<file path="config.mk">
export PLATFORM = sky130hd
export DESIGN_NAME = pixel_frame_writer_flat
export DESIGN_NICKNAME = d
export VERILOG_FILES = /design/src/rtl/pixel_frame_writer_if.sv /design/src/rtl/pixel_frame_writer.sv /design/src/flat_wrapper.sv
export SDC_FILE = /design/constraint.sdc
export NUM_CORES = 1
export LEC_CHECK = 0
export ABC_CLOCK_PERIOD_IN_PS = 3280
export CORE_AREA = 2 2 109 111
export DETAILED_ROUTE_END_ITERATION = 8
export DIE_AREA = 0 0 111 113
export GPL_ROUTABILITY_DRIVEN = 0
export SLEW_MARGIN = 10
export SYNTH_ARGS = -nofsm -noshare
export SYNTH_HDL_FRONTEND = slang
export SYNTH_SLANG_ARGS = --single-unit
</file>
<file path="constraint.sdc">
create_clock -name CLK -period 3.28 [get_ports CLK]
set_input_delay 0.82 -clock CLK [delete_from_list [all_inputs] [get_ports CLK]]
set_output_delay 0.82 -clock CLK [all_outputs]
set_load 0.1 [all_outputs]
</file>
<file path="src/rtl/pixel_frame_writer_if.sv">
// Pixel-stream sink handshake and result-RAM write port of pixel_frame_writer.
interface pixel_frame_writer_if #(
    parameter int unsigned DATA_W = 8,
    parameter int unsigned ADDR_W = 16
);
    logic              pix_valid;
    logic [DATA_W-1:0] pix_in;
    logic              pix_ready;
    logic              mem_grant;
    logic              mem_we;
    logic [ADDR_W-1:0] mem_addr;
    logic [DATA_W-1:0] mem_dout;

    // Pixel source and memory model side.
    modport master (
        output pix_valid,
        output pix_in,
        input  pix_ready,
        output mem_grant,
        input  mem_we,
        input  mem_addr,
        input  mem_dout
    );

    // Frame writer side.
    modport slave (
        input  pix_valid,
        input  pix_in,
        output pix_ready,
        input  mem_grant,
        output mem_we,
        output mem_addr,
        output mem_dout
    );
endinterface

</file>
<file path="src/rtl/pixel_frame_writer.sv">
// Buffers processed pixels and writes one frame in raster order to the result RAM.
// Optional FRAME_CHECKSUM_EN adds a 16-bit running sum of the written pixels.
module pixel_frame_writer #(
    parameter int unsigned IMG_W      = 256,
    parameter int unsigned IMG_H      = 256,
    parameter int unsigned ADDR_W     = 16,
    parameter int unsigned DATA_W     = 8,
    parameter int unsigned FIFO_DEPTH = 4
) (
    input  logic                 CLK,
    input  logic                 RST,
    input  logic                 Start,
    pixel_frame_writer_if.slave  bus,
    output logic                 Busy,
    output logic                 Complete
`ifdef FRAME_CHECKSUM_EN
    ,
    output logic [15:0]          checksum
`endif
);

    localparam int unsigned Frame = IMG_W * IMG_H;
    localparam int unsigned CntW  = ADDR_W + 1;
    localparam int unsigned PtrW  = (FIFO_DEPTH > 1) ? $clog2(FIFO_DEPTH) : 1;

    localparam logic [CntW-1:0] FrameCnt = CntW'(Frame);
    localparam logic [CntW-1:0] LastCnt  = CntW'(Frame - 1);
    localparam logic [PtrW:0]   DepthCnt = (PtrW + 1)'(FIFO_DEPTH);

    typedef enum logic [1:0] {
        StIdle,
        StRun,
        StDone
    } state_t;

    state_t            state;
    logic [DATA_W-1:0] fifo_mem [FIFO_DEPTH];
    logic [PtrW-1:0]   rd_ptr;
    logic [PtrW-1:0]   wr_ptr;
    logic [PtrW:0]     fifo_count;
    logic [CntW-1:0]   accept_cnt;
    logic [CntW-1:0]   wr_cnt;
    logic              mem_we;
    logic [ADDR_W-1:0] mem_addr;
    logic [DATA_W-1:0] mem_dout;
    logic              pix_ready;
    logic              push;
    logic              pop;
    logic [DATA_W-1:0] head;

`ifdef FRAME_CHECKSUM_EN
    logic [15:0]       sum;
    assign checksum = sum;
`endif

    // Ready depends only on registered state, so the source may wait on it.
    assign pix_ready = (state == StRun) && (fifo_count < DepthCnt) && (accept_cnt < FrameCnt);
    assign push      = bus.pix_valid && pix_ready;
    assign pop       = (state == StRun) && (fifo_count != '0) && bus.mem_grant;
    assign head      = fifo_mem[rd_ptr];

    assign bus.pix_ready = pix_ready;
    assign bus.mem_we    = mem_we;
    assign bus.mem_addr  = mem_addr;
    assign bus.mem_dout  = mem_dout;

    // Storage needs no reset: occupancy is tracked by fifo_count alone.
    always_ff @(posedge CLK) begin
        if (push) begin
            fifo_mem[wr_ptr] <= bus.pix_in;
        end
    end

    always_ff @(posedge CLK or posedge RST) begin
        if (RST) begin
            state      <= StIdle;
            rd_ptr     <= '0;
            wr_ptr     <= '0;
            fifo_count <= '0;
            accept_cnt <= '0;
            wr_cnt     <= '0;
            mem_we     <= 1'b0;
            mem_addr   <= '0;
            mem_dout   <= '0;
            Busy       <= 1'b0;
            Complete   <= 1'b0;
`ifdef FRAME_CHECKSUM_EN
            sum        <= '0;
`endif
        end else begin
            mem_we <= 1'b0;
            case (state)
                StIdle, StDone: begin
                    if (Start) begin
                        state      <= StRun;
                        rd_ptr     <= '0;
                        wr_ptr     <= '0;
                        fifo_count <= '0;
                        accept_cnt <= '0;
                        wr_cnt     <= '0;
                        Busy       <= 1'b1;
                        Complete   <= 1'b0;
`ifdef FRAME_CHECKSUM_EN
                        sum        <= '0;
`endif
                    end
                end
                StRun: begin
                    if (push) begin
                        wr_ptr     <= wr_ptr + 1'b1;
                        accept_cnt <= accept_cnt + 1'b1;
                    end
                    if (pop) begin
                        rd_ptr   <= rd_ptr + 1'b1;
                        mem_we   <= 1'b1;
                        mem_dout <= head;
                        mem_addr <= wr_cnt[ADDR_W-1:0];
                        wr_cnt   <= wr_cnt + 1'b1;
`ifdef FRAME_CHECKSUM_EN
                        sum      <= sum + 16'(head);
`endif
                        // Final write of the frame: Complete rises with this mem_we pulse.
                        if (wr_cnt == LastCnt) begin
                            state    <= StDone;
                            Busy     <= 1'b0;
                            Complete <= 1'b1;
                        end
                    end
                    case ({push, pop})
                        2'b10:   fifo_count <= fifo_count + 1'b1;
                        2'b01:   fifo_count <= fifo_count - 1'b1;
                        default: fifo_count <= fifo_count;
                    endcase
                end
                default: state <= StIdle;
            endcase
        end
    end

endmodule

</file>
<file path="src/flat_wrapper.sv">
// flat-port wrapper written by rule: the top's interface ports become plain ports
module pixel_frame_writer_flat 
#(
    parameter int unsigned IMG_W      = 256,
    parameter int unsigned IMG_H      = 256,
    parameter int unsigned ADDR_W     = 16,
    parameter int unsigned DATA_W     = 8,
    parameter int unsigned FIFO_DEPTH = 4
)
  (CLK, RST, Start, Busy, Complete, bus_pix_valid, bus_pix_in, bus_pix_ready, bus_mem_grant, bus_mem_we, bus_mem_addr, bus_mem_dout);
  pixel_frame_writer_if #(.DATA_W(DATA_W), .ADDR_W(ADDR_W)) bus_i ();
  input  logic CLK;
  input  logic RST;
  input  logic Start;
  output logic Busy;
  output logic Complete;
  input wire logic [$bits(bus_i.pix_valid)-1:0] bus_pix_valid;
  input wire logic [$bits(bus_i.pix_in)-1:0] bus_pix_in;
  output wire logic [$bits(bus_i.pix_ready)-1:0] bus_pix_ready;
  input wire logic [$bits(bus_i.mem_grant)-1:0] bus_mem_grant;
  output wire logic [$bits(bus_i.mem_we)-1:0] bus_mem_we;
  output wire logic [$bits(bus_i.mem_addr)-1:0] bus_mem_addr;
  output wire logic [$bits(bus_i.mem_dout)-1:0] bus_mem_dout;
  assign bus_i.pix_valid = bus_pix_valid;
  assign bus_i.pix_in = bus_pix_in;
  assign bus_pix_ready = bus_i.pix_ready;
  assign bus_i.mem_grant = bus_mem_grant;
  assign bus_mem_we = bus_i.mem_we;
  assign bus_mem_addr = bus_i.mem_addr;
  assign bus_mem_dout = bus_i.mem_dout;
  pixel_frame_writer #(.IMG_W(IMG_W), .IMG_H(IMG_H), .ADDR_W(ADDR_W), .DATA_W(DATA_W), .FIFO_DEPTH(FIFO_DEPTH)) u_core (.CLK(CLK), .RST(RST), .Start(Start), .bus(bus_i), .Busy(Busy), .Complete(Complete));
endmodule
</file>
======== After elaboration in Yosys (flattened, before gate mapping) ========
Memory sizes are Yosys's and may differ from the RTL's. A register that Yosys moved wholly into a read port is not among the register bits.
Cells that the tools add are included.
storage, ports and cells
  logic and storage cells ................. 73
  bits of input ports ..................... 13
  output and inout port bits .............. 28
  memories ................................ 1
  memory bits (writable) .................. 32
  flip-flop bits (word level) ............. 62
operators by class
  order comparisons ....................... 2
  add/sub/neg operators ................... 6
  reductions and logical operators ........ 15
  eq/ne operators ......................... 10
  muxes and demuxes ....................... 29
memories
  name             depth  bits a word  read ports  clocked after Yosys merged registers in  wr ports  line                      source
  u_core.fifo_mem  4      8            1           1                                        1         pixel_frame_writer.sv:37  logic [DATA_W-1:0] fifo_mem [FIFO_DEPTH];
operator list
  cell                                                   number
  one-hot mux 17 bit (2 select lines)                    2
  2-to-1 mux 17 bit                                      3
  adder 17 x 1 -> 17 bit, second input constant          2
  == test 17 x 16 -> 1 bit, second input constant        1
  less-than comparator 17 bit, second input constant     1
  2-to-1 mux 2 bit                                       6
  one-hot mux 2 bit (2 select lines)                     3
  one-hot mux 3 bit (2 select lines)                     2
  AND reduction 3 bit                                    4
  2-to-1 mux 1 bit                                       10
  logical AND 1 bit                                      5
  adder 2 x 1 -> 2 bit, second input constant            2
  == test 2 x 1 -> 1 bit, second input constant          2
  == test 2 bit, second input constant                   2
  inequality test 2 x 1 -> 1 bit, second input constant  2
  inequality test 2 bit, second input constant           2
  one-hot mux 1 bit (2 select lines)                     2
  AND reduction 4 bit                                    1
  adder 3 x 1 -> 3 bit, second input constant            1
  less-than comparator 3 bit, second input constant      1
  2-to-1 mux 3 bit                                       1
  inequality test 3 bit, second input constant           1
  nonzero test 3 bit                                     1
  subtractor 3 x 1 -> 3 bit, second input constant       1
  other kinds (4)                                        4

======== Depth between registers and ports, before layout ========
  depth after elaboration ................. 7
  mapped depth ............................ 10
  depth with buffers taken out ............ 8

======== Least setup slack after synthesis ========
No wires, ideal clock.
  path kind ............................... input port to flip-flop
  start point ............................. input bus_mem_grant
  end point ............................... register u_core.fifo_count[2]
  required time ........................... 3,197 ps
  setup time .............................. 83 ps
  path slack .............................. 231 ps
  arrival ................................. 2,966 ps
  stages on the path ...................... 10
  path buffers ............................ 2
  path through ............................ and3b_2 nand2_1 clkbuf_1 clkbuf_1 inv_1 ha_1 fa_1 xnor2_1 or3_1 o21ai_0
between the ends
  cells in the longest elaborated chain, start to end .. 4
  elaborated cells between the ends (all ways) .. 7
  those cells by class .................... eq/ne (3); mux (2); reduce/logical (2)
ends and longest elaborated chain
  item                                                                         line                       source
  start: declaration                                                           flat_wrapper.sv:20         input wire logic [$bits(bus_i.mem_grant)-1:0] bus_mem_grant;
  logical AND 1 bit *                                                          pixel_frame_writer.sv:59   assign pop = (state == StRun) && (fifo_count != '0) && bus.mem_grant;
  == test 2 x 1 -> 1 bit or == test 2 bit (tied branches)                      pixel_frame_writer.sv:129  case ({push, pop})
  one-hot mux 3 bit (2 select lines) or inequality test 3 bit (tied branches)  n/a
  one-hot mux 3 bit (2 select lines) or AND reduction 3 bit (tied branches)    n/a
  end signal: assignment                                                       pixel_frame_writer.sv:130  2'b10: fifo_count <= fifo_count + 1'b1;
  end signal: assignment                                                       pixel_frame_writer.sv:131  2'b01: fifo_count <= fifo_count - 1'b1;
  end signal: assignment                                                       pixel_frame_writer.sv:132  default: fifo_count <= fifo_count;
  end: declaration                                                             pixel_frame_writer.sv:40   logic [PtrW:0] fifo_count;
Every way passes the cells marked *; elsewhere a longest branch is shown, timed or not.
A chain may end at the register's enable or synchronous reset.

======== Final worst setup path ========
  start point ............................. register u_core.state[1]
  end point ............................... output bus_pix_ready
between the ends
  cells in the longest elaborated chain, start to end .. 3
ends and longest elaborated chain
  item                             line                       source
  start: declaration               pixel_frame_writer.sv:36   state_t state;
  start signal: assignment         pixel_frame_writer.sv:76   state <= StIdle;
  start signal: assignment         pixel_frame_writer.sv:95   state <= StRun;
  start signal: assignment         pixel_frame_writer.sv:124  state <= StDone;
  == test 2 x 1 -> 1 bit           pixel_frame_writer.sv:57   assign pix_ready = (state == StRun) && (fifo_count < DepthCnt) && (accept_cnt < FrameCnt);
  logical AND 1 bit (2 in series)  pixel_frame_writer.sv:57
  end: declaration                 flat_wrapper.sv:19         output wire logic [$bits(bus_i.pix_ready)-1:0] bus_pix_ready;
Every way passes these cells.

==> out/metrics.csv <==
stage;metric;value;unit
outcome;result_of_the_run;finished, final reports clean;
cts;cts_resized;0;
synth;synth-seq-area-share;60.95;%
timing;worstMarginPinSlew;0.8000;ns
floorplanning;die-width;111;um
synth;post_synth.cell_area_avg;11.35;um^2
floorplanning;fp.dieArea;12540;um^2
power_and_ir_drop;pwr-share-comb;34.8;%
drt;routed-via-count;2995;
cts;tritoncts_num_sinks;102;
global_route;antenna_found_initial;0;
synth;mappedNetlistArea;4451;um^2
cts;clockRootBuffer;clkbuf_16;
timing;setup_violating_endpoint_count_in_the_final_report;0;
placed_design;port_buffers;40;
cells_and_area;final_instance_count_without_filler_cells;582;
global_route;use_met2;22.99;%
power_and_ir_drop;flop_pwr_share;41.9;%
power_and_ir_drop;power_switching_share;40.82;%
synth;netlist_instances;392;
drt;drt_drc_violations_left;0;
critical_path;criticalPathCategory;flop to primary output;
power_and_ir_drop;p_switching;0.001763;W
global_route;gr-max-usage-layer;met2;
synth;synth.lib_cells_used.distinct;46;
global_route;grt_pass1_vias;2961;
timing;unrepaired_setup_endpoints_after_global_routing;false;
run;max_cap_viol_count;0;
drt;routed_wirelength;8715;um
drt;detail-route-antenna-nets;0;
drt;drtPass1Iterations;4;
drt;drtIter0Drc;164;
synth;postSynthRegisterBits;102;
cells_and_area;layout-drive-gt1-share;15.72;%
synth;postSynth.asyncResetShare;68.63;%
synth;dominantRegCellSynth;dfrtp_1;
power_and_ir_drop;pwr-share-clk;23.3;%
placed_design;placement.setup.worst_slack;0.3660;ns
placed_design;dp_cells;566;
floorplanning;number_of_i_o_pins;41;
cts;worstSkewPairLatency;0.34;ns
global_route;wire_length_of_the_first_global_routing_pass;14770;um
synth;synth-warning-count;0;
timing;max-slew-margin-rel;46.17;%
cells_and_area;design_area_final;5239;um^2
floorplanning;count_of_standard_cell_rows;39;
cts;clk_pin_slew;0.06;ns
global_route;gr-usage-met1;20.01;%
cts;cts_setup_buffers;0;
global_route;grt_start_max_net_pins;71;
cts;post_cts_hold_buffer_count;0;
floorplanning;die_y;113;um
worst_hold_path;hold_path_class;flop to flop;
timing;final.hold.worst_slack;0.4768;ns
cts;tritoncts.num_buffers;9;
power_and_ir_drop;p_per_area;824.3;nW/um^2
synth;synth-edff-count;32;
synth;post-synth-top-area-cell;dfrtp_1;
critical_path;worstSetupStartpointType;flop;
cells_and_area;layout.nets;456;
power_and_ir_drop;internal-power;0.002556;W
timing;min_period;2.700;ns
global_route;grt_use_met3;3.589;%
cts;cts_htree_levels;3;
global_route;globalRouteTotalUtil;14.54;%
timing;timing_hold_violations_final;0;
floorplanning;starting_density_of_the_core;39.48;%
power_and_ir_drop;power.leakage;2.307;nW
timing;fin_setup_tns;0;ns
timing;final.setup.worst_slack;0.5797;ns
cts;cts.path.max_buffers;2;
timing;clock-skew-final;0.01223;ns
global_route;grt-ovfl-total;0;
critical_path;critical_path_required;2.46;ns
timing;final_max_slew_viol_count;0;
cells_and_area;areaGrowthSynthToFinish;17.71;%
cells_and_area;insertedDiodeCount;0;
drt;wl_per_cell;14.97;um
cts;cts_tree;built;
placed_design;dp_hpwl;5865;um
cells_and_area;fillers;1041;
timing;finalCritPeriodShare;82.33;%
drt;post_drt_via_cell_ratio;5.146;
critical_path;arrival;1.88;ns
synth;syn-num-nets;414;
timing;max_freq;370.3;MHz
floorplanning;floorplan.core_area;11270;um^2
synth;yosys.area.top_type_share;39.36;%
critical_path;worst_setup_path_end_kind;primary output;
synth;ys_top_cells_by_area;dfrtp_1 39%, edfxtp_1 22%, nand2_1 8.9%;
placed_design;postPlaceCellArea;4957;um^2
critical_path;worst_path_max_fanout;7;
power_and_ir_drop;power.ir.vdd_worst;451.7;uV
## synthesized netlist by cell type, drive strengths merged, types with 3 or more instances
master	instances
or2	3
mux2i	15
edfxtp	32
inv	15
nor3	6
buf	3
or3	3
ha	8
o31ai	6
o21ai	19
nand3	13
nor2	12
o211ai	5
a21oi	6
dfrtp	70
and3	7
clkbuf	13
mux4	8
nand2	105
nand4	10
nor4	5
## metrics by stage
step / utilization [%] / power, W
floorplan: - / 0.002969
global placement: 43.98 / 0.003321
detailed placement: 43.98 / 0.003352
CTS: 46.48 / 0.004363
global route: 46.48 / 0.004550
finish: 46.48 / 0.004319
## state kept, by name, summed over array words and instances, names as in the netlist
register             count
u_core.wr_ptr            2
u_core.fifo_mem         32
u_core.Busy              1
u_core.bus.mem_dout      8
u_core.bus.mem_we        1
u_core.state             2
u_core.bus.mem_addr     16
u_core.fifo_count        3
u_core.Complete          1
u_core.rd_ptr            2
u_core.accept_cnt       17
u_core.wr_cnt           17
## cell families after synthesis
| kind of cell | after synthesis | synth area share, % |
|---|---|---|
| compound gates | 47 | 6.860 |
| xor+xnor | 2 | 0.3937 |
| fa+ha+maj | 9 | 2.699 |
| buf+inv | 31 | 2.783 |
| flops | 102 | 60.95 |
| mux | 24 | 7.675 |
| simple gates | 177 | 18.64 |
## critical path, cell delays in order (launching register included)
cell,delay [ns]
dfrtp_1,0.41
or4b_4,0.59
inv_1,0.21
buf_4,0.33
## worst paths after layout
check / start / end / slack (ns) / depth (start not counted)
setup / recovery: u_core.state[1]$_DFFE_PP0P_ / bus_pix_ready / 0.58 / 3
hold / removal: u_core.bus.mem_addr[9]$_DFFE_PP0P_ / u_core.bus.mem_addr[9]$_DFFE_PP0P_ / 0.48 / 2
setup reg to reg: u_core.state[1]$_DFFE_PP0P_ / u_core.fifo_count[2]$_DFFE_PP0P_ / 0.72 / 8
hold reg to reg: u_core.bus.mem_addr[9]$_DFFE_PP0P_ / u_core.bus.mem_addr[9]$_DFFE_PP0P_ / 0.48 / 2
max in group asynchronous: RST / u_core.wr_cnt[11]$_DFFE_PP0P_ / 2.10 / 3
min in group asynchronous: RST / u_core.wr_ptr[1]$_DFFE_PP0P_ / 0.86 / 3
## metal layers
layer | vias up | part of all wire, % | wire length, um
met5 | - | 0 | 0
met4 | 0 | 1.2 | 103
met3 | 8 | 3.3 | 290
met2 | 45 | 47 | 4129
met1 | 1473 | 48 | 4193
li1 | 1469 | - | -
## power by group through the flow
stage,combinational [W],clock [W],sequential [W]
finish,0.00150,0.00101,0.00181
global route,0.00162,0.00108,0.00185
CTS,0.00152,0.00103,0.00181
detailed placement,0.00152,0,0.00183
global placement,0.00150,0,0.00182
floorplan,0.000699,0,0.00227
## area by class of cell
cell class	count	area [um^2]	share of cell area (%)
timing repair buffer	47	395.4	7.547
sequential	102	2713	51.78
clock inverter	3	21.27	0.4060
clock buffer	13	260.3	4.968
inverter	15	56.30	1.075
multi-input combinational	259	1614	30.81
tap	143	178.9	3.415
## cells in the final DEF, fill, tap and decap left out, types with 3 or more instances in the layout
master	n
a21oi_1	6
and3_1	7
buf_4	34
clkbuf_16	9
clkdlybuf4s50_1	12
dfrtp_1	70
edfxtp_1	32
ha_1	8
inv_1	14
mux2i_1	15
mux4_2	8
nand2_1	105
nand3_1	13
nand4_1	10
nor2_1	12
nor3_1	6
nor4_1	5
o211ai_1	5
o21ai_0	19
o31ai_1	6
or2_2	3
or3_1	3
(Power assumes the default switching activity.)
